**config.mk**
```make
export PLATFORM = sky130hd
export DESIGN_NAME = mem_lsu_flat
export DESIGN_NICKNAME = d
export VERILOG_FILES = /design/src/rtl/mem_lsu_pkg.sv /design/src/rtl/mem_lsu_if.sv /design/src/rtl/mem_lsu_fmt.sv /design/src/rtl/mem_lsu.sv /design/src/flat_wrapper.sv
export SDC_FILE = /design/constraint.sdc
export NUM_CORES = 1
export LEC_CHECK = 0
export ABC_AREA = 1
export CAP_MARGIN = 10
export CORE_ASPECT_RATIO = 0.6
export CORE_MARGIN = 2
export CORE_UTILIZATION = 43
export DETAILED_ROUTE_END_ITERATION = 10
export GPL_ROUTABILITY_DRIVEN = 0
export MAX_ROUTING_LAYER = met4
export PLACE_DENSITY = 0.8
export SLEW_MARGIN = 20
export SYNTH_ARGS = -nofsm -noshare
export SYNTH_HDL_FRONTEND = slang
export SYNTH_SLANG_ARGS = --single-unit
```
**constraint.sdc**
```tcl
create_clock -name clk -period 2.2 [get_ports clk]
set_input_delay 0.22 -clock clk [delete_from_list [all_inputs] [get_ports clk]]
set_output_delay 0.22 -clock clk [all_outputs]
set_load 0.03 [all_outputs]
```
**src/rtl/mem_lsu_pkg.sv**
```systemverilog
// Shared types and constants for the MEM-stage load/store unit.
// Optional build macro used by this slice: MEM_LSU_MISALIGN_CHECK_EN.
package mem_lsu_pkg;

  typedef enum logic [1:0] {IDLE, REQ, RSP, DONE} lsu_state_t;
  typedef enum logic [1:0] {SIZE_B, SIZE_H, SIZE_W} lsu_size_t;

  localparam logic [2:0] FUNC3_LB  = 3'b000;
  localparam logic [2:0] FUNC3_LH  = 3'b001;
  localparam logic [2:0] FUNC3_LW  = 3'b010;
  localparam logic [2:0] FUNC3_LBU = 3'b100;
  localparam logic [2:0] FUNC3_LHU = 3'b101;
  localparam logic [2:0] FUNC3_SB  = 3'b000;
  localparam logic [2:0] FUNC3_SH  = 3'b001;
  localparam logic [2:0] FUNC3_SW  = 3'b010;

  // Unsupported codes (011, 110, 111) fall through to a full word access.
  function automatic lsu_size_t func3_size(input logic [2:0] func3);
    case (func3)
      FUNC3_LB, FUNC3_LBU: return SIZE_B;
      FUNC3_LH, FUNC3_LHU: return SIZE_H;
      default:             return SIZE_W;
    endcase
  endfunction

  function automatic logic is_misaligned(input logic [2:0] func3, input logic [1:0] addr_lo);
    case (func3_size(func3))
      SIZE_H:  return addr_lo[0];
      SIZE_W:  return addr_lo != 2'b00;
      default: return 1'b0;
    endcase
  endfunction

endpackage

```
**src/rtl/mem_lsu_if.sv**
```systemverilog
// Data-memory bus between the load/store unit (master) and memory (slave).
// Request channel uses valid/ready; the response channel is valid-only.
interface mem_lsu_if #(parameter int ADDR_W = 32) ();

  logic              mem_req_valid;
  logic              mem_req_ready;
  logic              mem_req_wen;
  logic [ADDR_W-1:0] mem_req_addr;
  logic [31:0]       mem_req_wdata;
  logic [3:0]        mem_req_wstrb;
  logic              mem_rsp_valid;
  logic [31:0]       mem_rsp_rdata;
  logic              mem_rsp_err;

  modport master (
    output mem_req_valid, mem_req_wen, mem_req_addr, mem_req_wdata, mem_req_wstrb,
    input  mem_req_ready, mem_rsp_valid, mem_rsp_rdata, mem_rsp_err
  );

  modport slave (
    input  mem_req_valid, mem_req_wen, mem_req_addr, mem_req_wdata, mem_req_wstrb,
    output mem_req_ready, mem_rsp_valid, mem_rsp_rdata, mem_rsp_err
  );

endinterface

```
**src/rtl/mem_lsu_fmt.sv**
```systemverilog
// Combinational lane formatting: store strobes/replicated data and load
// byte/half extraction with sign or zero extension.
module mem_lsu_fmt
  import mem_lsu_pkg::*;
(
  input  logic [2:0]  func3,
  input  logic [1:0]  addr_lo,
  input  logic [31:0] store_data,
  input  logic [31:0] load_word,
  output logic [3:0]  wstrb,
  output logic [31:0] wdata,
  output logic [31:0] load_data
);

  lsu_size_t   size;
  logic        is_unsigned;
  logic [7:0]  byte_sel;
  logic [15:0] half_sel;

  always_comb begin
    size        = func3_size(func3);
    is_unsigned = func3[2];
    byte_sel    = load_word[{addr_lo, 3'b000} +: 8];
    half_sel    = addr_lo[1] ? load_word[31:16] : load_word[15:0];
    wstrb       = 4'hF;
    wdata       = store_data;
    load_data   = load_word;
    case (size)
      SIZE_B: begin
        wstrb     = 4'b0001 << addr_lo;
        wdata     = {4{store_data[7:0]}};
        load_data = {{24{~is_unsigned & byte_sel[7]}}, byte_sel};
      end
      SIZE_H: begin
        wstrb     = 4'b0011 << {addr_lo[1], 1'b0};
        wdata     = {2{store_data[15:0]}};
        load_data = {{16{~is_unsigned & half_sel[15]}}, half_sel};
      end
      default: ;
    endcase
  end

endmodule

```
**src/rtl/mem_lsu.sv**
```systemverilog
// MEM-stage load/store unit: one bus transaction per load/store, stall flags
// asserted from the start cycle, results held until the pipeline advances.
// Build option: define MEM_LSU_MISALIGN_CHECK_EN to fault misaligned accesses without using the bus.
module mem_lsu
  import mem_lsu_pkg::*;
#(
  parameter int ADDR_W = 32
) (
  input  logic        clk,
  input  logic        rst,
  input  logic        MEM_i_start,
  input  logic        MEM_i_mem_to_reg,
  input  logic        MEM_i_write_mem,
  input  logic [2:0]  MEM_i_func3,
  input  logic [31:0] MEM_i_ALU_ALUout,
  input  logic [31:0] MEM_i_rs2_data,
  input  logic        MEM_i_advance,
  output logic        MEM_rvalid,
  output logic        MEM_wready,
  output logic [31:0] MEM_o_rdata,
  output logic        MEM_o_access_fault,
  mem_lsu_if.master   bus
);

  lsu_state_t        state_q, state_d;
  logic              is_load_q, is_load_d;
  logic              is_store_q, is_store_d;
  logic [2:0]        func3_q, func3_d;
  logic [1:0]        addr_lo_q, addr_lo_d;
  logic [31:0]       rdata_q, rdata_d;
  logic              fault_q, fault_d;
  logic              req_valid_q, req_valid_d;
  logic              req_wen_q, req_wen_d;
  logic [ADDR_W-1:0] req_addr_q, req_addr_d;
  logic [31:0]       req_wdata_q, req_wdata_d;
  logic [3:0]        req_wstrb_q, req_wstrb_d;

  logic        start_ok, start_load, start_store, misalign, busy;
  logic [2:0]  fmt_func3;
  logic [1:0]  fmt_addr_lo;
  logic [3:0]  fmt_wstrb;
  logic [31:0] fmt_wdata, fmt_load;

  // The formatter serves the issuing instruction at start and the latched one in RSP.
  assign fmt_func3   = (state_q == RSP) ? func3_q   : MEM_i_func3;
  assign fmt_addr_lo = (state_q == RSP) ? addr_lo_q : MEM_i_ALU_ALUout[1:0];

  mem_lsu_fmt u_fmt (
    .func3      (fmt_func3),
    .addr_lo    (fmt_addr_lo),
    .store_data (MEM_i_rs2_data),
    .load_word  (bus.mem_rsp_rdata),
    .wstrb      (fmt_wstrb),
    .wdata      (fmt_wdata),
    .load_data  (fmt_load)
  );

  always_comb begin
    start_ok    = MEM_i_start && (state_q == IDLE || (state_q == DONE && MEM_i_advance));
    start_load  = start_ok && MEM_i_mem_to_reg;
    start_store = start_ok && MEM_i_write_mem && !MEM_i_mem_to_reg;
`ifdef MEM_LSU_MISALIGN_CHECK_EN
    misalign    = is_misaligned(MEM_i_func3, MEM_i_ALU_ALUout[1:0]);
`else
    misalign    = 1'b0;
`endif
    busy        = (state_q == REQ) || (state_q == RSP);
  end

  // Stall flags drop combinationally in the start cycle so the pipeline never slips.
  assign MEM_rvalid = !((busy && is_load_q)  || start_load);
  assign MEM_wready = !((busy && is_store_q) || start_store);

  always_comb begin
    state_d     = state_q;
    is_load_d   = is_load_q;
    is_store_d  = is_store_q;
    func3_d     = func3_q;
    addr_lo_d   = addr_lo_q;
    rdata_d     = rdata_q;
    fault_d     = fault_q;
    req_valid_d = req_valid_q;
    req_wen_d   = req_wen_q;
    req_addr_d  = req_addr_q;
    req_wdata_d = req_wdata_q;
    req_wstrb_d = req_wstrb_q;
    case (state_q)
      IDLE, DONE: begin
        if (state_q == DONE && MEM_i_advance) begin
          state_d = IDLE;
          fault_d = 1'b0;
        end
        if (start_load || start_store) begin
          is_load_d  = start_load;
          is_store_d = start_store;
          func3_d    = MEM_i_func3;
          addr_lo_d  = MEM_i_ALU_ALUout[1:0];
          if (misalign) begin
            state_d = DONE;
            fault_d = 1'b1;
            rdata_d = '0;
          end else begin
            state_d     = REQ;
            req_valid_d = 1'b1;
            req_wen_d   = start_store;
            req_addr_d  = {MEM_i_ALU_ALUout[ADDR_W-1:2], 2'b00};
            req_wdata_d = start_store ? fmt_wdata : '0;
            req_wstrb_d = start_store ? fmt_wstrb : '0;
          end
        end
      end
      REQ: begin
        if (bus.mem_req_ready) begin
          state_d     = RSP;
          req_valid_d = 1'b0;
        end
      end
      RSP: begin
        if (bus.mem_rsp_valid) begin
          state_d = DONE;
          if (bus.mem_rsp_err) begin
            fault_d = 1'b1;
            if (is_load_q) rdata_d = '0;
          end else if (is_load_q) begin
            rdata_d = fmt_load;
          end
        end
      end
      default: state_d = IDLE;
    endcase
  end

  always_ff @(posedge clk) begin
    if (rst) begin
      state_q     <= IDLE;
      is_load_q   <= 1'b0;
      is_store_q  <= 1'b0;
      func3_q     <= '0;
      addr_lo_q   <= '0;
      rdata_q     <= '0;
      fault_q     <= 1'b0;
      req_valid_q <= 1'b0;
      req_wen_q   <= 1'b0;
      req_addr_q  <= '0;
      req_wdata_q <= '0;
      req_wstrb_q <= '0;
    end else begin
      state_q     <= state_d;
      is_load_q   <= is_load_d;
      is_store_q  <= is_store_d;
      func3_q     <= func3_d;
      addr_lo_q   <= addr_lo_d;
      rdata_q     <= rdata_d;
      fault_q     <= fault_d;
      req_valid_q <= req_valid_d;
      req_wen_q   <= req_wen_d;
      req_addr_q  <= req_addr_d;
      req_wdata_q <= req_wdata_d;
      req_wstrb_q <= req_wstrb_d;
    end
  end

  assign MEM_o_rdata        = rdata_q;
  assign MEM_o_access_fault = fault_q;
  assign bus.mem_req_valid  = req_valid_q;
  assign bus.mem_req_wen    = req_wen_q;
  assign bus.mem_req_addr   = req_addr_q;
  assign bus.mem_req_wdata  = req_wdata_q;
  assign bus.mem_req_wstrb  = req_wstrb_q;

  // The pipeline must not advance while a bus access is outstanding.
  advance_while_busy: assert property (@(posedge clk) disable iff (rst)
    !(MEM_i_advance && (state_q == REQ || state_q == RSP)));

endmodule
```
**src/flat_wrapper.sv**
```systemverilog
// flat-port wrapper written by rule: the top's interface ports become plain ports
module mem_lsu_flat import mem_lsu_pkg::*;
#(
  parameter int ADDR_W = 32
)
  (clk, rst, MEM_i_start, MEM_i_mem_to_reg, MEM_i_write_mem, MEM_i_func3, MEM_i_ALU_ALUout, MEM_i_rs2_data, MEM_i_advance, MEM_rvalid, MEM_wready, MEM_o_rdata, MEM_o_access_fault, bus_mem_req_valid, bus_mem_req_wen, bus_mem_req_addr, bus_mem_req_wdata, bus_mem_req_wstrb, bus_mem_req_ready, bus_mem_rsp_valid, bus_mem_rsp_rdata, bus_mem_rsp_err);
  mem_lsu_if #(.ADDR_W(ADDR_W)) bus_i ();
  input  logic clk;
  input  logic rst;
  input  logic MEM_i_start;
  input  logic MEM_i_mem_to_reg;
  input  logic MEM_i_write_mem;
  input  logic [2:0] MEM_i_func3;
  input  logic [31:0] MEM_i_ALU_ALUout;
  input  logic [31:0] MEM_i_rs2_data;
  input  logic MEM_i_advance;
  output logic MEM_rvalid;
  output logic MEM_wready;
  output logic [31:0] MEM_o_rdata;
  output logic MEM_o_access_fault;
  output wire logic [$bits(bus_i.mem_req_valid)-1:0] bus_mem_req_valid;
  output wire logic [$bits(bus_i.mem_req_wen)-1:0] bus_mem_req_wen;
  output wire logic [$bits(bus_i.mem_req_addr)-1:0] bus_mem_req_addr;
  output wire logic [$bits(bus_i.mem_req_wdata)-1:0] bus_mem_req_wdata;
  output wire logic [$bits(bus_i.mem_req_wstrb)-1:0] bus_mem_req_wstrb;
  input wire logic [$bits(bus_i.mem_req_ready)-1:0] bus_mem_req_ready;
  input wire logic [$bits(bus_i.mem_rsp_valid)-1:0] bus_mem_rsp_valid;
  input wire logic [$bits(bus_i.mem_rsp_rdata)-1:0] bus_mem_rsp_rdata;
  input wire logic [$bits(bus_i.mem_rsp_err)-1:0] bus_mem_rsp_err;
  assign bus_mem_req_valid = bus_i.mem_req_valid;
  assign bus_mem_req_wen = bus_i.mem_req_wen;
  assign bus_mem_req_addr = bus_i.mem_req_addr;
  assign bus_mem_req_wdata = bus_i.mem_req_wdata;
  assign bus_mem_req_wstrb = bus_i.mem_req_wstrb;
  assign bus_i.mem_req_ready = bus_mem_req_ready;
  assign bus_i.mem_rsp_valid = bus_mem_rsp_valid;
  assign bus_i.mem_rsp_rdata = bus_mem_rsp_rdata;
  assign bus_i.mem_rsp_err = bus_mem_rsp_err;
  mem_lsu #(.ADDR_W(ADDR_W)) u_core (.clk(clk), .rst(rst), .MEM_i_start(MEM_i_start), .MEM_i_mem_to_reg(MEM_i_mem_to_reg), .MEM_i_write_mem(MEM_i_write_mem), .MEM_i_func3(MEM_i_func3), .MEM_i_ALU_ALUout(MEM_i_ALU_ALUout), .MEM_i_rs2_data(MEM_i_rs2_data), .MEM_i_advance(MEM_i_advance), .MEM_rvalid(MEM_rvalid), .MEM_wready(MEM_wready), .MEM_o_rdata(MEM_o_rdata), .MEM_o_access_fault(MEM_o_access_fault), .bus(bus_i));
endmodule
```
=== Yosys cells after proc, flatten, opt, wreduce, memory -nomap -nowiden ===
Cells that the tools add are included.

* Eq/ne operators: 13
* Bitwise operators: 3
* Reduce and logical (&&, ||, !) cells: 28
* Multiplexer cells: 24
* Shift operators: 3

{| class="wikitable"
|+ Operator list
! kind !! number
|-
| $mux W32 || 4
|-
| $pmux W32 S2 || 2
|-
| $shiftx A32 B6 Y8 || 1
|-
| $mux W16 || 1
|-
| $mux W2 || 5
|-
| $reduce_and A3 Y1 || 3
|-
| $pmux W4 S2 || 1
|-
| $logic_and A1 B1 Y1 || 7
|-
| $eq A3 B3 Y1 const B || 2
|-
| $ne A2 B2 Y1 const B || 3
|-
| $pmux W2 S3 || 1
|-
| $reduce_or A2 Y1 || 3
|-
| $logic_or A1 B1 Y1 || 5
|-
| $mux W1 || 5
|-
| $eq A2 B1 Y1 const B || 2
|-
| $eq A2 B2 Y1 const B || 2
|-
| $logic_not A2 Y1 || 2
|-
| $mux W4 || 1
|-
| $ne A2 B1 Y1 const B || 2
|-
| $pmux W1 S2 || 2
|-
| $pmux W2 S2 || 1
|-
| $reduce_and A4 Y1 || 1
|-
| $reduce_bool A2 Y1 || 2
|-
| $shl A1 B2 Y4 const A || 1
|-
| other kinds (9) || 12
|}

* Output and inout bits: 105
* Register bits: 109

=== Depth between registers and ports, before layout ===
* Depth after elaboration: 9
* Mapped depth: 15
* Depth with buffers taken out: 13

=== Hierarchy ===
From an unflattened synthesis, not the netlist that was laid out.

* Cell total of the unflattened synthesis: 765
* Area total of the unflattened synthesis: 5556.6 sq um

{| class="wikitable"
|+ By module, submodules not included
! module !! area an instance (sq um) !! cells an instance !! sequential area each (sq um) !! times used
|-
| mem_lsu || 4310.4 || 532 || 2182.1 || 1
|-
| mem_lsu_fmt || 1246.2 || 233 || 0.0 || 1
|}

=== Worst setup path before layout ===
OpenSTA, ideal clock, no wires.

* Kind: register to register
* Start point: register u_core.state_q[0]
* End point: register u_core.rdata_q[25], in the netlist u_core.MEM_o_rdata[25]
* Path slack: 0.397 ns
* Buffers on the path: 2
* Cell stages (with the launch flop): 13
* Setup time: 0.131 ns
* Required time: 2.069 ns
* Arrival: 1.672 ns
* Path through: dfxtp_1 -> inv_1 -> ha_1 -> buf_6 -> o21ai_4 -> inv_2 -> nand2_4 -> clkinv_4 -> nand4_4 -> nand3_4 -> buf_6 -> nand2_1 -> a21oi_2

* Word-level cells in the longest chain between the ends: 9

{| class="wikitable"
|+ Ends and longest elaborated chain
! element !! RTL line !! text
|-
| start, declared || mem_lsu.sv:25 || <nowiki>lsu_state_t state_q, state_d;</nowiki>
|-
| start signal, assigned || mem_lsu.sv:148 || <nowiki>state_q <= state_d;</nowiki>
|-
| $eq A2 B2 Y1 (*) || mem_lsu.sv:45, mem_lsu.sv:46, mem_lsu.sv:87 ||
|-
| branches (longest 8 deep; another with $shiftx A32 B6 Y8) || -- ||
|-
| end signal, assigned || mem_lsu.sv:153 || <nowiki>rdata_q <= rdata_d;</nowiki>
|-
| end, declared || mem_lsu.sv:30 || <nowiki>logic [31:0] rdata_q, rdata_d;</nowiki>
|}

Every way passes the cells marked *. The select of a mux whose other input is x is not followed.
A chain may end at the register's enable or synchronous reset.

=== Final worst setup path ===
* Start point: register u_core.state_q[1]
* End point: output MEM_rvalid

* Word-level cells in the longest chain between the ends: 7

{| class="wikitable"
|+ Ends and longest elaborated chain
! element !! RTL line !! text
|-
| $eq A2 B2 Y1 || mem_lsu.sv:59 || <nowiki>start_ok = MEM_i_start && (state_q == IDLE || (state_q == DONE && MEM_i_advance));</nowiki>
|-
| $logic_and A1 B1 Y1 || mem_lsu.sv:59 ||
|-
| $logic_or A1 B1 Y1 || mem_lsu.sv:59 ||
|-
| $logic_and A1 B1 Y1 || mem_lsu.sv:59 ||
|-
| $logic_and A1 B1 Y1 || mem_lsu.sv:60 || <nowiki>start_load = start_ok && MEM_i_mem_to_reg;</nowiki>
|-
| $logic_or A1 B1 Y1 (*) || mem_lsu.sv:71 || <nowiki>assign MEM_rvalid = !((busy && is_load_q) || start_load);</nowiki>
|-
| $logic_not A1 Y1 (*) || mem_lsu.sv:71 ||
|-
| end, declared || flat_wrapper.sv:17 || <nowiki>output logic MEM_rvalid;</nowiki>
|}

Mark *: on every way between the ends. The rest lies on a longest branch, timed or not.

==> results by group <==
Status
  – Outcome: finished, final reports clean

Place
  – Hpwl dp: 12100 µm
  – PortBufs: 210
  – Number of instances in the placed design: 1095
  – Placed cell areas: 7420 µm²
  – Placement Setup Slack: 0.142 ns

Floorplan
  – Die footprint: 13000 µm²
  – I/O Pins: 213
  – Core ar.: 11900 µm²
  – Initial Util: 43.6%
  – Row count: 31
  – Die X: 146 µm
  – Die Height: 89.1 µm

Yosys
  – Mean Syn Cell Area: 6.95 µm²
  – Synth async-reset ratio: 0%
  – YS warnings: 0
  – Top-count cell post-synth: nand2_1
  – Cells after synthesis: 747
  – Synth Cell Area: 5190 µm²
  – Synth area leaders: dfxtp_1 42%, nand2_1 14%, a21oi_1 8.2%
  – Synth area leader: dfxtp_1
  – Post-synth EDFFs: 0
  – Synthesis-stage register bit count: 109
  – Cell variety after synth: 38
  – Predominant post-synthesis flop cell: dfxtp_1
  – Sequential area share after synthesis: 42.0%
  – Most frequent cells after synthesis: 195 x nand2_1, 109 x dfxtp_1, 106 x nor2_1, 85 x a21oi_1, 60 x o21ai_0
  – Share of the synthesized area in the top cell type: 42.0%

STA
  – Final setup viols: 0
  – Setup Skew: 0.00671 ns
  – Period minus WS final: 2.12 ns
  – Final worst path period share: 96.5%
  – Max Slew Vio Count: 0
  – Max frequency: 471 MHz
  – Number of hold violations in the final report: 0
  – Max-Slew Margin vs Limit: 46.6%
  – RSZ-0062 raised after global routing: yes
  – Hold_ws: 0.418 ns
  – Slew @ Worst Pin: 0.802 ns
  – Final worst slack: 0.0780 ns

Cells and area
  – Share of cells above drive strength 1: 8.24%
  – Post-Layout Cell Count: 1112
  – Layout area overhead: 49.6%
  – Layout Nets: 1054
  – Antenna Cells: 0
  – Fin area: 7770 µm²

Clock tree
  – CTS tree: done
  – Root Driver: clkbuf_16
  – Max clock buf depth: 2
  – CTS H-tree lvls: 3
  – Worst-path clk slew: 0.08 ns
  – Total CTS buffers: 9
  – Clock insertion delay at the later pin of the skew report: 0.34 ns
  – Clock sinks: 109
  – Setup Buffers After CTS: 0

Global route
  – Initial antenna violation count: 0
  – Overflow after GRT: 0
  – Largest net degree at the start of global routing: 77
  – GRT Resource Usage Total: 25.9%
  – Vias in the first global route: 4886
  – Global-route wire length before repair: 26000 µm

Setup path
  – Crit path max-delay family: buffers and inverters
  – R2R setup slack: 0.16 ns
  – WP data required: 1.98 ns
  – Worst-path maximum fanout: 6
  – R2R depth: 14
  – Critical Path End Type: output pin
  – Critical Path Max Stage Delay: 0.40 ns
  – Critical-path cell list: inv_1 -> ha_1 -> inv_1 -> o21ai_0 -> inv_1 -> dlygate4sd2_1
  – CP Launch Type: register
  – Most frequent cell on the critical path: inv_1
  – Slowest stage cell, crit path: dfxtp_1
  – CP arrival: 1.90 ns
  – Buf/Inv on CP: 4
  – Crit Path Category: register to output pin
  – RR Startpoint: u_core.state_q[0]
  – RR Endpoint: u_core.MEM_o_rdata[4]

Worst hold path
  – Min-delay worst type: primary input to register
  – Hold EP: u_core.bus.mem_req_addr[2]
  – Hold path start: rst
  – Hold depth: 5

Run
  – Max cap viols: 0

Power
  – Total power per unit cell area: 964 nW/µm²
  – Power, Total: 7480 µW
  – Worst vdd ir: 0.525 mV
  – Cell leakage power: 0.00298 µW

Detailed routing
  – Final WL: 16700 µm
  – Wire length per cell: 15.0 µm
  – Vias: 5619
  – DR DRC count: 0
  – DR vias/cell: 5.05
  – 1st-pass router iterations: 5
  – ANT nets after route: 0
  – First DRT Iteration DRCs: 401
==> stage by stage <==
step / utilization, % / TNS, ns
detailed placement: 62.3 / 0
finish: 65.2 / 0
CTS: 64.9 / 0
global route: 65.2 / -0.109
global placement: 62.3 / 0
floorplan: - / 0
==> worst max-delay path by stage <==
stage,from,endpoint,slack [ns],depth (start not counted)
2_1_floorplan,u_core.state_q[0],u_core.MEM_o_rdata[25],0.40,12
3_3_place_gp,MEM_i_advance,MEM_wready,0.19,7
3_5_place_dp,u_core.state_q[1],u_core.bus.mem_req_addr[17],0.14,8
4_1_cts,u_core.state_q[1],MEM_rvalid,0.05,6
5_1_grt,u_core.state_q[1],MEM_rvalid,-0.05,6
6_report,u_core.state_q[1],MEM_rvalid,0.08,6
==> placed cells by master (no fill, tap or decap), drive strengths merged <==
master / n
a21boi: 1
a21oi: 88
buf: 18
bufinv: 1
clkbuf: 9
clkdlybuf4s50: 207
clkinv: 3
clkinvlp: 3
conb: 2
dfxtp: 109
dlygate4sd2: 2
ha: 4
inv: 49
mux2i: 1
nand2: 217
nand3: 36
nand4: 1
nor2: 108
nor3: 7
o211a: 1
o211ai: 8
o21ai: 62
o22ai: 9
or2: 1
==> logic make-up (layout without fill, tap and decap cells) <==
| group | after synthesis | after routing | share of synthesized area [%] |
|---|---|---|---|
| AND/OR/NAND/NOR | 369 | 370 | 30.6 |
| AO/OA/AOI/OAI | 169 | 169 | 17.6 |
| buffers and inverters | 94 | 292 | 8.56 |
| other | 1 | 2 | 0.0723 |
| multiplexers | 1 | 1 | 0.193 |
| adder cells (fa/ha/maj) | 4 | 4 | 0.964 |
| flip-flops | 109 | 109 | 42.0 |
==> per-layer routing <==
layer  global-route usage, %  wire, µm  vias to the layer above
li1                        -         -                     2800
met1                    37.1      8080                     2549
met2                    36.2      6880                      257
met3                    6.84      1570                       13
met4                    5.61       129                        0
met5                       -         0                        -
==> final cells by class <==
| class | instances | area, µm² |
|---|---|---|
| Clock buffer | 9 | 225 |
| Clock inverter | 7 | 80.1 |
| Fill cell | 1052 | 4140 |
| Inverter | 49 | 209 |
| Multi-Input combinational cell | 546 | 2600 |
| Sequential cell | 109 | 2180 |
| Tap cell | 165 | 206 |
| Timing Repair Buffer | 227 | 2260 |
==> state kept, by name, indices dropped and copies added, names as in the netlist, 2 cells and up <==
register / count
u_core.func3_q: 3
u_core.bus.mem_req_addr: 30
u_core.MEM_o_rdata: 32
u_core.state_q: 2
u_core.bus.mem_req_wdata: 32
u_core.bus.mem_req_wstrb: 4
u_core.addr_lo_q: 2
==> worst reg2reg max path, delay by kind of cell, from the launching register on <==
| kind | cells | cell delay, ns |
|---|---|---|
| and+or+nand+nor | 8 | 0.78 |
| buffers and inverters | 4 | 0.49 |
| DFF | 1 | 0.36 |
| adders and majority gates | 1 | 0.20 |
| AOI/OAI and AO/OA | 1 | 0.12 |
==> power by group <==
group	internal, µW	switching (µW)
combinational	1270	2060
sequential	2310	175
clock	900	769
total	4480	3010
==> repair_timing <==
| action | CTS | global route |
|---|---|---|
| endpoints found under the setup margin | 2 | 28 |
| hold buffers | 0 | 0 |
| gates cloned | 0 | 1 |
| pin swaps | 0 | 1 |
| gates resized for setup | 2 | 7 |
Power figures use the tool's default switching activity.
==> edit 1: new RTL, same flow settings <==
`ADDR_W` is set to 32 in 3 places; all go to 24.
--- a/src/rtl/mem_lsu_if.sv
+++ b/src/rtl/mem_lsu_if.sv
@@ -1,6 +1,6 @@
 // Data-memory bus between the load/store unit (master) and memory (slave).
 // Request channel uses valid/ready; the response channel is valid-only.
-interface mem_lsu_if #(parameter int ADDR_W = 32) ();
+interface mem_lsu_if #(parameter int ADDR_W = 24) ();
 
   logic              mem_req_valid;
   logic              mem_req_ready;
--- a/src/rtl/mem_lsu.sv
+++ b/src/rtl/mem_lsu.sv
@@ -4,7 +4,7 @@
 module mem_lsu
   import mem_lsu_pkg::*;
 #(
-  parameter int ADDR_W = 32
+  parameter int ADDR_W = 24
 ) (
   input  logic        clk,
   input  logic        rst,
--- a/src/flat_wrapper.sv
+++ b/src/flat_wrapper.sv
@@ -1,7 +1,7 @@
 // flat-port wrapper written by rule: the top's interface ports become plain ports
 module mem_lsu_flat import mem_lsu_pkg::*;
 #(
-  parameter int ADDR_W = 32
+  parameter int ADDR_W = 24
 )
   (clk, rst, MEM_i_start, MEM_i_mem_to_reg, MEM_i_write_mem, MEM_i_func3, MEM_i_ALU_ALUout, MEM_i_rs2_data, MEM_i_advance, MEM_rvalid, MEM_wready, MEM_o_rdata, MEM_o_access_fault, bus_mem_req_valid, bus_mem_req_wen, bus_mem_req_addr, bus_mem_req_wdata, bus_mem_req_wstrb, bus_mem_req_ready, bus_mem_rsp_valid, bus_mem_rsp_rdata, bus_mem_rsp_err);
   mem_lsu_if #(.ADDR_W(ADDR_W)) bus_i ();
Ports: changed (resized bus_mem_req_addr); port bits go from 213 to 205. The function was not compared with the original's and may differ.
==> edit 1 against the unedited design <==
Sequential cell count is 8 lower; worst setup slack better by 69 ps; synthesized area is 5.6% lower; die area is 5.4% lower; clock skew is 1.7 ps higher; wire length is 4.5% lower; total power is 6.2% lower; design area is 4.9% lower; largest power group unchanged.
==> edit 1: results (changes against the unedited design) <==
[run_status]
status=finished, final reports clean

[worst_setup_path]
worstSetupPathType=reg -> reg
r2r-start=u_core.state_q[0]
r2r_setup_slack_ps=150
r2r-end=u_core.MEM_o_rdata[0]
worst-path-max-fanout=12  ; +6
crit_arrival_ps=2330  ; +430 ps
worstRegToRegCells=13  ; -1

[synth]
synthTopCellsByArea=dfxtp_1 41%, nand2_1 16%, a21oi_1 9.0%, nor2_1 6.8%, o21ai_0 5.3%
async_reset_ff_share_pct=0  ; unchanged
ys_top_cells_by_count=204 x nand2_1, 101 x dfxtp_1, 89 x nor2_1
synth-seq-area-share_pct=41.3  ; -0.77 points
synth.distinct_cells=37  ; -2.6%
yosys_warnings=0  ; unchanged
synthFlopType=dfxtp_1

[sta]
whs_ps=428  ; +9.87 ps
skew_ps=8.43  ; +1.72 ps

[placement]
port_buffers=194  ; -7.6%
dp_hpwl_um=11400  ; -6.1%

[routing]
avgRoutedWirePerCell_um=15.1  ; +1.0%
first_pass_iters=5  ; unchanged
first_iter_violations=362  ; -9.7%
viasPerCell=5.08  ; +0.48%

[global_routing]
grt_pass1_vias=4668  ; -4.5%
antenna_found_initial=0  ; unchanged
grtUsageTotal_pct=25.7  ; -0.16 points
grt_max_degree=38  ; -51%
grt_pass1_wl_um=24100  ; -7.2%

[hold_path]
hold_end=u_core.bus.mem_req_wdata[27]
holdPathStages=3  ; -2
min_from=rst
min_path_type=in -> reg

[clock_tree]
clk_pin_slew_ps=80  ; about the same
h-tree-depth=3  ; unchanged
cts_root_buffer=clkbuf_16
clkLatencyLatePin_ps=350
clock_path_buffers=2  ; unchanged
numCtsBuffers=9  ; unchanged

[cells_and_area]
fin_nets=1014  ; -3.8%
drive_gt1_share_pct=8.60  ; +0.36 points
diodes=0  ; unchanged

[power_and_ir_drop]
sw_frac_of_total_pct=40.0  ; -0.21 points
leakage_nw=2.85  ; -4.2%
peakVddDrop_mv=0.509  ; -3.2%

==> edit 1: cell types whose count changed in the layout (fill, tap and decap cells not counted), moves of 2 or more <==
| cell | change |
|---|---|
| a21oi_1 | +3 |
| a21oi_2 | -3 |
| buf_4 | +6 |
| clkdlybuf4s50_1 | -16 |
| dfxtp_1 | -9 |
| inv_2 | +2 |
| nand2_1 | +9 |
| nand2_2 | -7 |
| nand2_4 | -3 |
| nand2_8 | +2 |
| nor2_1 | -18 |
| o21ai_0 | -8 |
==> edit 1: timing repair <==
| action | in CTS | in global routing |
|---|---|---|
| gates cloned | 0 | 3 |
| resized for setup | 2 | 9 |
| buffers inserted | 0 | 6 |
| pin swaps | 0 | 4 |
| setup endpoints to repair | 2 | 51 |
==> edit 1: logic make-up (layout without fill, tap and decap cells) <==
kind of cell | Yosys count | in the layout | synth area share (%)
AND/OR/NAND/NOR | 353 | 355 | 31.1
AO/OA/AOI/OAI | 161 | 161 | 17.5
flip-flops | 101 | 101 | 41.3
buffers and inverters | 92 | 283 | 8.81
adder cells (fa/ha/maj) | 4 | 4 | 1.02
other | 1 | 2 | 0.0766
multiplexers | 1 | 1 | 0.204
==> edit 1: through the flow <==
stage,cell area [um^2],setup WS [ps],power [W],utilization [%],std cells
floorplan,4900,432,0.00418,-,714
global placement,6960,142,0.00520,62.2,1026
detailed placement,6960,101,0.00523,62.2,1026
CTS,7270,78.3,0.00691,65.0,1042
global route,7380,8.50,0.00742,66.0,1051
finish,7380,147,0.00702,66.0,1051
==> edit 1: critical path, stage by stage, from the launching register on <==
cell     delay, ps
dfxtp_2        350
inv_1           70
ha_1           210
buf_4          160
inv_8           80
nand2_1         80
nand2_4        120
inv_2          120
buf_4          190
nor2_4         230
nand2_1        100
nand3_1        100
nand2_1         60
a21oi_1        110
==> edit 1: routing by layer <==
layer | vias up | GRT usage, % | share of wire, %
met3 | 24 | 7.13 | 10
met4 | 0 | 5.55 | 1.3
met5 | - | - | 0
li1 | 2670 | - | -
met1 | 2397 | 37.8 | 49
met2 | 245 | 34.6 | 39
==> edit 1: final cells by class <==
cell class | instances | area, um^2
Clock buffer | 9 | 225
Clock inverter | 7 | 92.6
Fill cell | 1012 | 3800
Inverter | 48 | 198
Multi-Input combinational cell | 523 | 2500
Sequential cell | 101 | 2020
Tap cell | 144 | 180
Timing Repair Buffer | 218 | 2160
Timing Repair inverter | 1 | 7.51
==> edit 1: power by group through the flow <==
stage / Sequential (W) / Combinational, W / Clock, W
finish: 0.00225 / 0.00309 / 0.00169
global route: 0.00228 / 0.00335 / 0.00179
CTS: 0.00225 / 0.00295 / 0.00171
detailed placement: 0.00229 / 0.00294 / 0
global placement: 0.00228 / 0.00292 / 0
floorplan: 0.00274 / 0.00144 / 0
==> edit 2: new RTL, config.mk and constraints unchanged <==
Made on the original files. Take the reset off `rdata_q`, `req_addr_q` and `req_wdata_q` and load them in a clocked block of their own.
--- a/src/rtl/mem_lsu.sv
+++ b/src/rtl/mem_lsu.sv
@@ -137,12 +137,9 @@
       is_store_q  <= 1'b0;
       func3_q     <= '0;
       addr_lo_q   <= '0;
-      rdata_q     <= '0;
       fault_q     <= 1'b0;
       req_valid_q <= 1'b0;
       req_wen_q   <= 1'b0;
-      req_addr_q  <= '0;
-      req_wdata_q <= '0;
       req_wstrb_q <= '0;
     end else begin
       state_q     <= state_d;
@@ -150,14 +147,17 @@
       is_store_q  <= is_store_d;
       func3_q     <= func3_d;
       addr_lo_q   <= addr_lo_d;
-      rdata_q     <= rdata_d;
       fault_q     <= fault_d;
       req_valid_q <= req_valid_d;
       req_wen_q   <= req_wen_d;
-      req_addr_q  <= req_addr_d;
-      req_wdata_q <= req_wdata_d;
       req_wstrb_q <= req_wstrb_d;
     end
+  end
+
+  always_ff @(posedge clk) begin
+    rdata_q     <= rdata_d;
+    req_addr_q  <= req_addr_d;
+    req_wdata_q <= req_wdata_d;
   end
 
   assign MEM_o_rdata        = rdata_q;
Behaviour: not the same (Yosys sat finds a counterexample within 4 cycles, from zero or initial values and one cycle with rst high).
==> edit 2 against the unedited design <==
Sequential cell count stayed put; wire length is 7.3% lower; sequential power is 3% higher; design area is 2.9% higher; synthesized cell count is 26% lower; total power is 20% lower; worst setup slack better by 83 ps; synthesized area is 0.39% higher; critical path type is now reg -> reg; critical endpoint is now u_core.MEM_o_rdata[13].
==> edit 2: results (changes against the unedited design) <==
[synth]
ys_top_cells_by_count=164 x nand2_1, 94 x edfxtp_1, 69 x inv_1
synth-seq-area-share_pct=59.9  ; +18 points
synth_edf_count=94  ; +94
synthTopCellsByArea=edfxtp_1 54%, nand2_1 12%, dfxtp_1 5.8%, inv_1 5.0%, a21oi_1 4.7%
netlist_instances=552  ; -26%
async_reset_ff_share_pct=0  ; unchanged
synth.distinct_cells=37  ; -2.6%

[clock_tree]
h-tree-depth=3  ; unchanged
post_cts_buffers=0  ; unchanged
cts_resized=1  ; -1
numCtsBuffers=9  ; unchanged

[global_routing]
antenna_found_initial=1  ; +1
grt_pass1_vias=4641  ; -5.0%
globalRouteMet2Util_pct=38.4  ; +2.2 points
use_met1_pct=28.4  ; -8.7 points
grtUsageMet3_pct=9.49  ; +2.7 points
grt_max_degree=36  ; -53%
grt_pass1_wl_um=23100  ; -11%
grtUsageTotal_pct=23.8  ; -2.1 points

[worst_setup_path]
r2r-end=u_core.MEM_o_rdata[13]
crit_slowest_cell=dfxtp_4
crit_arrival_ps=2150  ; +250 ps
worstRegToRegCells=14  ; unchanged
r2r-start=u_core.state_q[0]
worst-path-max-fanout=24  ; +18
crit_family=simple AND/OR/NAND/NOR gates

[power_and_ir_drop]
sw_frac_of_total_pct=31.7  ; -8.5 points
peakVddDrop_mv=0.435  ; -17%
leakage_nw=3.39  ; +14%
pwr-share-clk_pct=28.9  ; +6.6 points
p_comb_share_pct=28.5  ; -16 points
p_sw_w=0.00190  ; -37%

[routing]
first_pass_iters=5  ; unchanged
viasPerCell=5.04  ; -0.31%
route.met3.wl_um=1870  ; +19%
first_iter_violations=317  ; -21%
top_layer=met4
avgRoutedWirePerCell_um=16.4  ; +9.8%
wl_met1_um=6080  ; -25%
wl_met2_um=7220  ; +5.0%

[cells_and_area]
drive_gt1_share_pct=10.6  ; +2.4 points
fin_nets=881  ; -16%
finalNonFillerCells=939  ; -16%

[placement]
place_ws_ps=143  ; +1.45 ps
dp_hpwl_um=11700  ; -3.5%
dp.cells=921  ; -16%
placed_area_um2=7610  ; +2.6%

[hold_path]
hold_end=u_core.bus.mem_req_addr[21]
holdPathStages=1  ; -4
min_from=MEM_i_ALU_ALUout[21]

[sta]
whs_ps=421  ; +3.06 ps
skew_ps=7.08  ; +0.368 ps
layout_min_cycle_time_ps=2040  ; -83.4 ps
slew_headroom_pct=60.8  ; +14 points

[run_status]
status=finished, final reports clean

-- edit 2: cell types whose count changed in the layout (fill, tap and decap cells not counted), moves of 8 or more --
| cell | delta |
|---|---|
| nand2_2 | -9 |
| inv_1 | +26 |
| a31o_2 | +8 |
| edfxtp_1 | +94 |
| a21oi_1 | -36 |
| o21ai_0 | -46 |
| o22ai_1 | -9 |
| nand2_1 | -32 |
| dfxtp_1 | -96 |
| nor2_1 | -62 |
| nand3_2 | +8 |
-- edit 2: logic make-up (layout without fill, tap and decap cells) --
| family | after synthesis | in the layout | share of synthesized area [%] |
|---|---|---|---|
| AOI/OAI and AO/OA | 78 | 78 | 8.36 |
| adders and majority gates | 5 | 5 | 1.20 |
| buffers and inverters | 97 | 316 | 8.12 |
| DFF | 109 | 109 | 59.9 |
| and+or+nand+nor | 261 | 262 | 22.1 |
| other | 1 | 3 | 0.0720 |
| muxes | 1 | 1 | 0.192 |
-- edit 2: how the worst max path moves through the flow --
| stage | depth (start not counted) | start | end |
|---|---|---|---|
| 4_1_cts | 15 | u_core.state_q[0] | u_core.MEM_o_rdata[11] |
| 2_1_floorplan | 5 | u_core.state_q[0] | u_core.bus.mem_req_addr[10] |
| 6_report | 14 | u_core.state_q[0] | u_core.MEM_o_rdata[13] |
| 3_5_place_dp | 15 | u_core.state_q[0] | u_core.MEM_o_rdata[11] |
| 3_3_place_gp | 9 | MEM_i_advance | u_core.bus.mem_req_wstrb[3] |
| 5_1_grt | 11 | u_core.state_q[0] | u_core.MEM_o_rdata[4] |
-- edit 2: final cells by class --
class                      instances  area [um^2]
sequential                       109         3130
fill                             965         3960
tap                              165          206
inverter                          74          295
multi-input combinational        348         1760
clock inverter                     7          103
antenna                            1         2.50
timing repair buffer             226         2270
clock buffer                       9          225
